[config.mk]
export PLATFORM = sky130hd
export DESIGN_NAME = rearrange_stream_flat
export DESIGN_NICKNAME = d
export VERILOG_FILES = /design/src/rtl/rearrange_stream_pkg.sv /design/src/rtl/rearrange_stream_if.sv /design/src/rtl/rearrange_stream_lane.sv /design/src/rtl/rearrange_stream.sv /design/src/flat_wrapper.sv
export SDC_FILE = /design/constraint.sdc
export NUM_CORES = 1
export LEC_CHECK = 0
export CORE_MARGIN = 8
export CORE_UTILIZATION = 45
export CTS_BUF_LIST = sky130_fd_sc_hd__clkbuf_4
export DETAILED_ROUTE_END_ITERATION = 8
export GPL_ROUTABILITY_DRIVEN = 0
export PLACE_DENSITY = 0.7
export SYNTH_ARGS = -nofsm -noshare
export SYNTH_HDL_FRONTEND = slang
export SYNTH_SLANG_ARGS = --single-unit
[constraint.sdc]
create_clock -name clk -period 2.2 [get_ports clk]
set_input_delay 0.44 -clock clk [delete_from_list [all_inputs] [get_ports clk]]
set_output_delay 0.44 -clock clk [all_outputs]
set_load 0.02 [all_outputs]
[src/rtl/rearrange_stream_pkg.sv]
`default_nettype none
// ============================================================================
// Module      : rearrange_pkg
// Description : Shared mode type and mode constants for the stream rearranger.
// Revision    : 1.0 - initial release
// ============================================================================
package rearrange_pkg;

    typedef logic [1:0] mode_t;

    localparam mode_t MODE_PASS  = 2'd0;
    localparam mode_t MODE_BSWAP = 2'd1;
    localparam mode_t MODE_BREV  = 2'd2;
    localparam mode_t MODE_FULL  = 2'd3;

endpackage : rearrange_pkg
`default_nettype wire

[src/rtl/rearrange_stream_if.sv]
`default_nettype none
// ============================================================================
// Module      : rearrange_stream_if
// Description : Input/output stream bundle of the rearranger, with modports.
// Revision    : 1.0 - initial release
// ============================================================================
interface rearrange_stream_if #(
    parameter int DATA_W = 32,
    parameter int CNT_W  = 16
) ();
    import rearrange_pkg::*;

    mode_t              cfg_mode;
    logic [DATA_W-1:0]  in_data;
    logic               in_valid;
    logic               in_last;
    logic               in_ready;
    logic [DATA_W-1:0]  out_data;
    logic               out_valid;
    logic               out_last;
    logic               out_ready;
    logic [CNT_W-1:0]   out_idx;
    logic               frame_active;

    modport master (
        output cfg_mode, in_data, in_valid, in_last, out_ready,
        input  in_ready, out_data, out_valid, out_last, out_idx, frame_active
    );

    modport slave (
        input  cfg_mode, in_data, in_valid, in_last, out_ready,
        output in_ready, out_data, out_valid, out_last, out_idx, frame_active
    );

endinterface : rearrange_stream_if
`default_nettype wire

[src/rtl/rearrange_stream_lane.sv]
`default_nettype none
// ============================================================================
// Module      : rearrange_lane
// Description : Combinational byte swap / per-byte bit reversal of one lane.
// Revision    : 1.0 - initial release
// ============================================================================
module rearrange_lane
    import rearrange_pkg::*;
#(
    parameter int LANE_W = 32
) (
    input  wire logic [LANE_W-1:0] data_i,
    input  wire mode_t             mode_i,
    output logic      [LANE_W-1:0] data_o
);

    localparam int N_BYTES = LANE_W / 8;

    logic w_bswap;
    logic w_brev;

    assign w_bswap = (mode_i == MODE_BSWAP) || (mode_i == MODE_FULL);
    assign w_brev  = (mode_i == MODE_BREV)  || (mode_i == MODE_FULL);

    // Each output bit picks its source byte and source bit independently.
    always_comb begin
        int src_byte;
        int src_bit;
        data_o   = '0;
        src_byte = 0;
        src_bit  = 0;
        for (int k = 0; k < LANE_W; k++) begin
            src_byte  = w_bswap ? (N_BYTES - 1 - (k / 8)) : (k / 8);
            src_bit   = w_brev  ? (7 - (k % 8))           : (k % 8);
            data_o[k] = data_i[src_byte * 8 + src_bit];
        end
    end

endmodule : rearrange_lane
`default_nettype wire

[src/rtl/rearrange_stream.sv]
`default_nettype none
// ============================================================================
// Module      : rearrange_stream
// Description : Streaming lane rearranger with frame tracking and skid buffer.
// Revision    : 1.0 - initial release
// ============================================================================
module rearrange_stream
    import rearrange_pkg::*;
#(
    parameter int DATA_W = 32,
    parameter int LANE_W = 32,
    parameter int CNT_W  = 16
) (
    input  wire logic          clk,
    input  wire logic          rst_n,
    rearrange_stream_if.slave  s
);

    localparam int N_LANES = DATA_W / LANE_W;

    logic               frame_active_q, frame_active_d;
    mode_t              mode_q, mode_d;
    logic [CNT_W-1:0]   cnt_q, cnt_d;

    logic               out_valid_q;
    logic               out_last_q;
    logic [DATA_W-1:0]  out_data_q;
    logic [CNT_W-1:0]   out_idx_q;

    logic               skid_full_q;
    logic               skid_last_q;
    logic [DATA_W-1:0]  skid_data_q;
    logic [CNT_W-1:0]   skid_idx_q;

    logic               w_accept;
    logic               w_first;
    logic               w_out_free;
    mode_t              w_mode;
    logic [CNT_W-1:0]   w_idx;
    logic [DATA_W-1:0]  w_data;

    assign w_accept   = s.in_valid & ~skid_full_q;
    assign w_first    = ~frame_active_q;
    assign w_out_free = ~out_valid_q | s.out_ready;
    assign w_mode     = w_first ? s.cfg_mode : mode_q;
    assign w_idx      = w_first ? '0 : cnt_q;

    generate
        for (genvar g = 0; g < N_LANES; g++) begin : g_lane
            rearrange_lane #(.LANE_W(LANE_W)) u_lane (
                .data_i (s.in_data[g*LANE_W +: LANE_W]),
                .mode_i (w_mode),
                .data_o (w_data[g*LANE_W +: LANE_W])
            );
        end
    endgenerate

    always_comb begin
        frame_active_d = frame_active_q;
        mode_d         = mode_q;
        cnt_d          = cnt_q;
        if (w_accept) begin
            frame_active_d = ~s.in_last;
            mode_d         = w_mode;
            cnt_d          = w_idx + CNT_W'(1);
        end
    end

    // Skid contents always drain to the output first to preserve beat order.
    always_ff @(posedge clk or negedge rst_n) begin
        if (!rst_n) begin
            frame_active_q <= 1'b0;
            mode_q         <= MODE_PASS;
            cnt_q          <= '0;
            out_valid_q    <= 1'b0;
            out_last_q     <= 1'b0;
            out_data_q     <= '0;
            out_idx_q      <= '0;
            skid_full_q    <= 1'b0;
            skid_last_q    <= 1'b0;
            skid_data_q    <= '0;
            skid_idx_q     <= '0;
        end else begin
            frame_active_q <= frame_active_d;
            mode_q         <= mode_d;
            cnt_q          <= cnt_d;
            if (w_out_free) begin
                if (skid_full_q) begin
                    out_valid_q <= 1'b1;
                    out_last_q  <= skid_last_q;
                    out_data_q  <= skid_data_q;
                    out_idx_q   <= skid_idx_q;
                    skid_full_q <= 1'b0;
                end else if (w_accept) begin
                    out_valid_q <= 1'b1;
                    out_last_q  <= s.in_last;
                    out_data_q  <= w_data;
                    out_idx_q   <= w_idx;
                end else begin
                    out_valid_q <= 1'b0;
                end
            end else if (w_accept) begin
                skid_full_q <= 1'b1;
                skid_last_q <= s.in_last;
                skid_data_q <= w_data;
                skid_idx_q  <= w_idx;
            end
        end
    end

    assign s.in_ready     = ~skid_full_q;
    assign s.out_valid    = out_valid_q;
    assign s.out_last     = out_last_q;
    assign s.out_data     = out_data_q;
    assign s.out_idx      = out_idx_q;
    assign s.frame_active = frame_active_q;

endmodule : rearrange_stream
`default_nettype wire

[src/flat_wrapper.sv]
// flat-port wrapper written by rule: the top's interface ports become plain ports
module rearrange_stream_flat import rearrange_pkg::*;
#(
    parameter int DATA_W = 32,
    parameter int LANE_W = 32,
    parameter int CNT_W  = 16
)
  (clk, rst_n, s_cfg_mode, s_in_data, s_in_valid, s_in_last, s_out_ready, s_in_ready, s_out_data, s_out_valid, s_out_last, s_out_idx, s_frame_active);
  rearrange_stream_if #(.DATA_W(DATA_W), .CNT_W(CNT_W)) s_i ();
  input  wire logic clk;
  input  wire logic rst_n;
  input wire logic [$bits(s_i.cfg_mode)-1:0] s_cfg_mode;
  input wire logic [$bits(s_i.in_data)-1:0] s_in_data;
  input wire logic [$bits(s_i.in_valid)-1:0] s_in_valid;
  input wire logic [$bits(s_i.in_last)-1:0] s_in_last;
  input wire logic [$bits(s_i.out_ready)-1:0] s_out_ready;
  output wire logic [$bits(s_i.in_ready)-1:0] s_in_ready;
  output wire logic [$bits(s_i.out_data)-1:0] s_out_data;
  output wire logic [$bits(s_i.out_valid)-1:0] s_out_valid;
  output wire logic [$bits(s_i.out_last)-1:0] s_out_last;
  output wire logic [$bits(s_i.out_idx)-1:0] s_out_idx;
  output wire logic [$bits(s_i.frame_active)-1:0] s_frame_active;
  assign s_i.cfg_mode = s_cfg_mode;
  assign s_i.in_data = s_in_data;
  assign s_i.in_valid = s_in_valid;
  assign s_i.in_last = s_in_last;
  assign s_i.out_ready = s_out_ready;
  assign s_in_ready = s_i.in_ready;
  assign s_out_data = s_i.out_data;
  assign s_out_valid = s_i.out_valid;
  assign s_out_last = s_i.out_last;
  assign s_out_idx = s_i.out_idx;
  assign s_frame_active = s_i.frame_active;
  rearrange_stream #(.DATA_W(DATA_W), .LANE_W(LANE_W), .CNT_W(CNT_W)) u_core (.clk(clk), .rst_n(rst_n), .s(s_i));
endmodule
Word-level counts from Yosys, hierarchy flattened
Cells that the tools add are included.
{"block": "word_totals", "register_bits": 119, "input_bits": 39, "wordCells": 211}
{"block": "op_classes", "n_addsub": 33, "magnitude_cmp": 32, "eq_ne": 3, "muxes": 120, "bitwise": 6, "reduce_logical": 6}
{"op": "32-bit by 7-bit < comparator with 1-bit output, second input constant", "n": 31}
{"op": "32-bit adder", "n": 21}
{"op": "32-bit by 4-bit adder with 32-bit output", "n": 7}
{"op": "1-bit binary-select mux with 5-bit select", "n": 32}
{"op": "6-bit by 32-bit adder with 32-bit output", "n": 3}
{"op": "1-bit two-way mux", "n": 70}
{"op": "32-bit two-way mux", "n": 2}
{"op": "16-bit two-way mux", "n": 3}
{"op": "3-bit two-way mux", "n": 8}
{"op": "16-bit by 1-bit adder with 16-bit output, second input constant", "n": 1}
{"op": "2-bit two-way mux", "n": 5}
{"op": "5-bit by 3-bit adder with 6-bit output", "n": 1}
{"op": "6-bit < comparator, second input constant", "n": 1}
{"op": "2-bit equality test, second input constant", "n": 2}
{"op": "1-bit NOT", "n": 4}
{"op": "2-bit AND reduction", "n": 2}
{"op": "2-bit nonzero test", "n": 2}
{"op": "2-bit by 1-bit equality test with 1-bit output, second input constant", "n": 1}
{"op": "1-bit logical OR", "n": 2}
{"op": "1-bit bitwise AND", "n": 1}
{"op": "1-bit bitwise OR", "n": 1}

Longest topological paths before layout
{"block": "logic_depth", "depth_word": 10, "ltp_mapped": 7, "ltp_nobuf": 4}

Hierarchy
Synthesis repeated with hierarchy kept, for this count alone.
{"block": "hier_totals", "cells_unflattened": 521, "area_unflattened_um2": 6009.5}
{"module": "rearrange_stream", "n_inst": 1, "cells_each": 481, "area_each_um2": 5185.0, "seq_area_each_um2": 2977.9}
{"module": "rearrange_lane", "n_inst": 1, "cells_each": 40, "area_each_um2": 824.5, "seq_area_each_um2": 0.0}

Worst setup path after synthesis
No wires, ideal clock.
{"block": "synth_path", "path_kind": "register to register", "start": "reg u_core.frame_active_q, in the netlist u_core.s.frame_active", "end": "reg u_core.out_data_q[16], in the netlist u_core.s.out_data[16]", "arrival_ns": 1.918, "required_ns": 2.066, "setup_slack_ns": 0.148, "path_stages_with_launch": 7, "path_buffers": 2, "synth_period_minus_slack_ns": 2.052, "path_cell_list": "dfrtp_1 > buf_4 > mux2i_2 > buf_6 > mux2_4 > a222oi_1 > o21ai_1"}
{"block": "synth_via", "elab_chain_cells": 10}
{"element": "start: declaration", "line": "rearrange_stream.sv:21", "rtl": "logic frame_active_q, frame_active_d;"}
{"element": "start signal: assignment", "line": "rearrange_stream.sv:84", "rtl": "frame_active_q <= frame_active_d;"}
{"element": "2-bit two-way mux *", "line": "rearrange_stream.sv:45", "rtl": "assign w_mode = w_first ? s.cfg_mode : mode_q;"}
{"element": "2-bit equality test (tied with other cells)", "line": "rearrange_stream_lane.sv:23", "rtl": "assign w_brev = (mode_i == MODE_BREV) || (mode_i == MODE_FULL);"}
{"element": "1-bit logical OR, on equally long branches", "line": "rearrange_stream_lane.sv:23, rearrange_stream_lane.sv:22"}
{"element": "3-bit two-way mux / 2-bit two-way mux (equally long branches)", "line": "rearrange_stream_lane.sv:34, rearrange_stream_lane.sv:33"}
{"element": "32-bit adder *", "line": "rearrange_stream_lane.sv:35", "rtl": "data_o[k] = data_i[src_byte * 8 + src_bit];"}
{"element": "1-bit binary-select mux with 5-bit select *", "line": "rearrange_stream_lane.sv:35"}
{"element": "1-bit two-way mux (implied by the code) * (2 in series)", "line": "rearrange_stream_lane.sv:35"}
{"element": "32-bit two-way mux *", "line": "rearrange_stream.sv:94", "rtl": "end else if (w_accept) begin"}
{"element": "32-bit two-way mux *", "line": "rearrange_stream.sv:88", "rtl": "if (skid_full_q) begin"}
{"element": "end signal: assignment", "line": "rearrange_stream.sv:91", "rtl": "out_data_q <= skid_data_q;"}
{"element": "end signal: assignment", "line": "rearrange_stream.sv:97", "rtl": "out_data_q <= w_data;"}
{"element": "end: declaration", "line": "rearrange_stream.sv:27", "rtl": "logic [DATA_W-1:0] out_data_q;"}
Mark *: on every way between the ends. The rest lies on a longest branch, timed or not. The select of a mux whose other input is x is not followed.
A chain may end at the register's enable or synchronous reset.

Worst setup path after layout
{"block": "layout_path", "start": "reg u_core.frame_active_q, in the netlist u_core.s.frame_active", "end": "out s_frame_active"}
{"element": "end: declaration", "line": "flat_wrapper.sv:22", "rtl": "output wire logic [$bits(s_i.frame_active)-1:0] s_frame_active;"}
No word-level cell between the ends.

==> impl_metrics.tcl <==
set metrics [dict create \
    drt-pass1-iter-count 7 \
    synth.mux.area_fraction_pct 15.22 \
    cts_setup_buffers 0 \
    skew_ns 0.01242 \
    syn-mean-instance-area_um2 10.11 \
    period_needed_ns 2.049 \
    critPathKind "reg2out" \
    cts_tree "built" \
    relSlewSlack_pct 63.98 \
    drtIter0Drc 583 \
    tightest_slew_ns 0.5404 \
    coreArea_um2 13090 \
    synth_seq_area_share_pct 49.82 \
    clock_sinks 119 \
    io_pins 91 \
    clk_pin_slew_ns 0.11 \
    area_delta_synth_final_pct 27.55 \
    start_util_pct 45.68 \
    hold_slack_ns 0.4304 \
    dp_hpwl_mm 10.40 \
    ys_ff_latch 119 \
    synth_common_cells "dfrtp_1, nand2_1, o21ai_0" \
    wl_per_cell_um 17.03 \
    setup_violations 0 \
    cp_max_fo 14 \
    cts_buffer_depth 2 \
    synth_xor_xnor_area_share_pct 1.319 \
    viasPerCell 5.479 \
    outcome "finished clean" \
    grt_overflow 0 \
    peakVddDrop_mv 0.5557 \
    r2r_end "u_core.s.out_data[29]" \
    clock_latency_ns 0.52 \
    tns_ns 0 \
    n_fill_cell 1069 \
    clockRootBuffer "clkbuf_4" \
    cts-htree-levels 4 \
    drive_gt1_share_pct 17.23 \
    finalCritPeriodShare_pct 93.15 \
    synth_nets 630 \
    grt_pass1_vias 4907 \
    cellPowerDensity_nw_per_um2 883.9 \
    synth-main-ff-cell "dfrtp_1" \
    hold_class "in2async" \
    max_freq_ghz 0.4880 \
    postLayoutCoreUtil_pct 58.26 \
    synth_compound_area_share_pct 16.45 \
    drc_errors 0 \
    cts_buffers 17 \
    synth_top_area_share_pct 49.82 \
    synthAdderAreaFrac_pct 0 \
    yosysUniqueCellTypes 43 \
    dp_cells 857 \
    grt_pass1_wl_mm 25.19 \
    regToRegSetupSlack_ns 0.23 \
    synth_top_area_cell "dfrtp_1" \
    cp-start-kind "flop" \
    slew_violations 0 \
    vias 4882 \
    syn_inst 591 \
    final_nets 740 \
    grt_usage_pct 17.75 \
    critPathCaptureType "output port" \
    yosys_warnings 0 \
    synth_top_family_by_area "compound AO/OA/AOI/OAI gates" \
    die_h_um 131.3 \
    rows 42 \
    synth_simple_gate_area_share_pct 11.43 \
    required_ns 1.76 \
    hold_violations 0 \
    route.antenna.remaining_nets 0 \
    synthArstFlopShare_pct 100.0 \
    p_leak_nw 3.473 \
    die_w_um 131.3 \
    rsz0062_at_grt "false" \
    reg2regPathDepth 5 \
    syn-cell-area_um2 5977 \
    timing.rr.start "u_core.s.frame_active" \
    synthTopCellsByArea "dfrtp_1, mux2_4, o21ai_0" \
    synth-edff-count 0 \
    yosysMostFrequentCell "dfrtp_1" \
    antenna_found_initial 1 \
    wl_mm 15.18 \
    max-cap-violations 0 \
    final_cells 891 \
    worstPathArrival_ns 1.61 \
    numPortBuffers 90 \
    dieArea_um2 17230 \
    grt_max_degree 49 \
]
routing by layer:
metal	vias to the layer above	global-route usage (%)	wire, µm
li1	2332	-	-
met1	2383	22.17	6896
met2	147	28.93	7223
met3	20	5.069	862
met4	0	6.063	196
met5	-	0	0
registers in the layout, indices dropped and copies added, names as in the netlist, 16 cells and up, named ones only:
signal	flops
u_core.s.out_idx	16
u_core.cnt_q	16
u_core.skid_idx_q	16
u_core.s.out_data	32
u_core.skid_data_q	32
logic make-up after synthesis:
kind of cell / after synthesis
buf+inv: 79
mux: 73
simple gates: 150
flops: 119
xor+xnor: 9
compound gates: 161
final cells by class:
cell class	count	area [µm²]	share of cell area [%]
Antenna cell	1	2.502	0.03282
Clock buffer	18	135.1	1.773
Clock inverter	14	135.1	1.773
Inverter	34	127.6	1.674
Multi-Input combinational cell	393	2694	35.34
Sequential cell	119	2978	39.06
Tap cell	176	220.2	2.889
Timing Repair Buffer	136	1331	17.46
cell usage in the layout, fill, tap and decap left out, drive strengths merged, types with 2 or more instances in the layout:
master         netlist  routed
nand2b               2       2
dfrtp              119     119
or3                  2       2
clkbuf              28      18
nor2                21      21
a21o                 2       2
nor4                 2       2
a21oi               17      17
inv                 34      34
o21ai              106     106
nand3               11      11
and4b                2       2
bufinv               0       2
nand4                5       5
buf                 17      46
xor2                 6       6
clkinvlp             0       4
clkinv               0       8
dlygate4sd2          0       2
nor3                 2       2
xnor2                3       3
mux2                37      37
nand4b               2       2
a222oi              32      32
mux2i               36      36
clkdlybuf4s50        0      87
nand2               95      95
stage by stage:
step / setup slack (ns) / instance area (µm²) / total power [mW]
6_report: 0.1508 / 7624 / 6.739
5_1_grt: 0.03843 / 7624 / 7.118
4_1_cts: 0.09935 / 7616 / 6.790
3_5_place_dp: -0.1025 / 7338 / 5.278
3_3_place_gp: -0.07575 / 7338 / 5.182
2_1_floorplan: 0.1479 / 5977 / 4.245
how the worst max path moves through the flow:
stage,end,slack (ns),startpoint
after global placement,u_core.s.out_data[3],-0.08,s_cfg_mode[1]
after detailed placement,u_core.s.out_data[29],-0.10,s_cfg_mode[1]
after floorplan,u_core.s.out_data[16],0.15,u_core.s.frame_active
final,s_frame_active,0.15,u_core.s.frame_active
after CTS,s_frame_active,0.1,u_core.s.frame_active
after global routing,s_frame_active,0.04,u_core.s.frame_active
critical path, cell delays in order, from the launching register on:
cell	delay (ns)
dfrtp_1	0.45
buf_4	0.26
dlygate4sd2_1	0.38
what timing repair did:
action	in CTS	in global routing
pin swaps	0	0
endpoints found under the hold margin	38	0
hold buffers	1	0
endpoints found under the setup margin	2	2
resized for setup	2	1
power by group:
group,switching [mW],internal [mW]
Clock,0.834,0.671
Sequential,0.328,2.63
Combinational,1.15,1.12
Power figures use the tool's default switching activity.
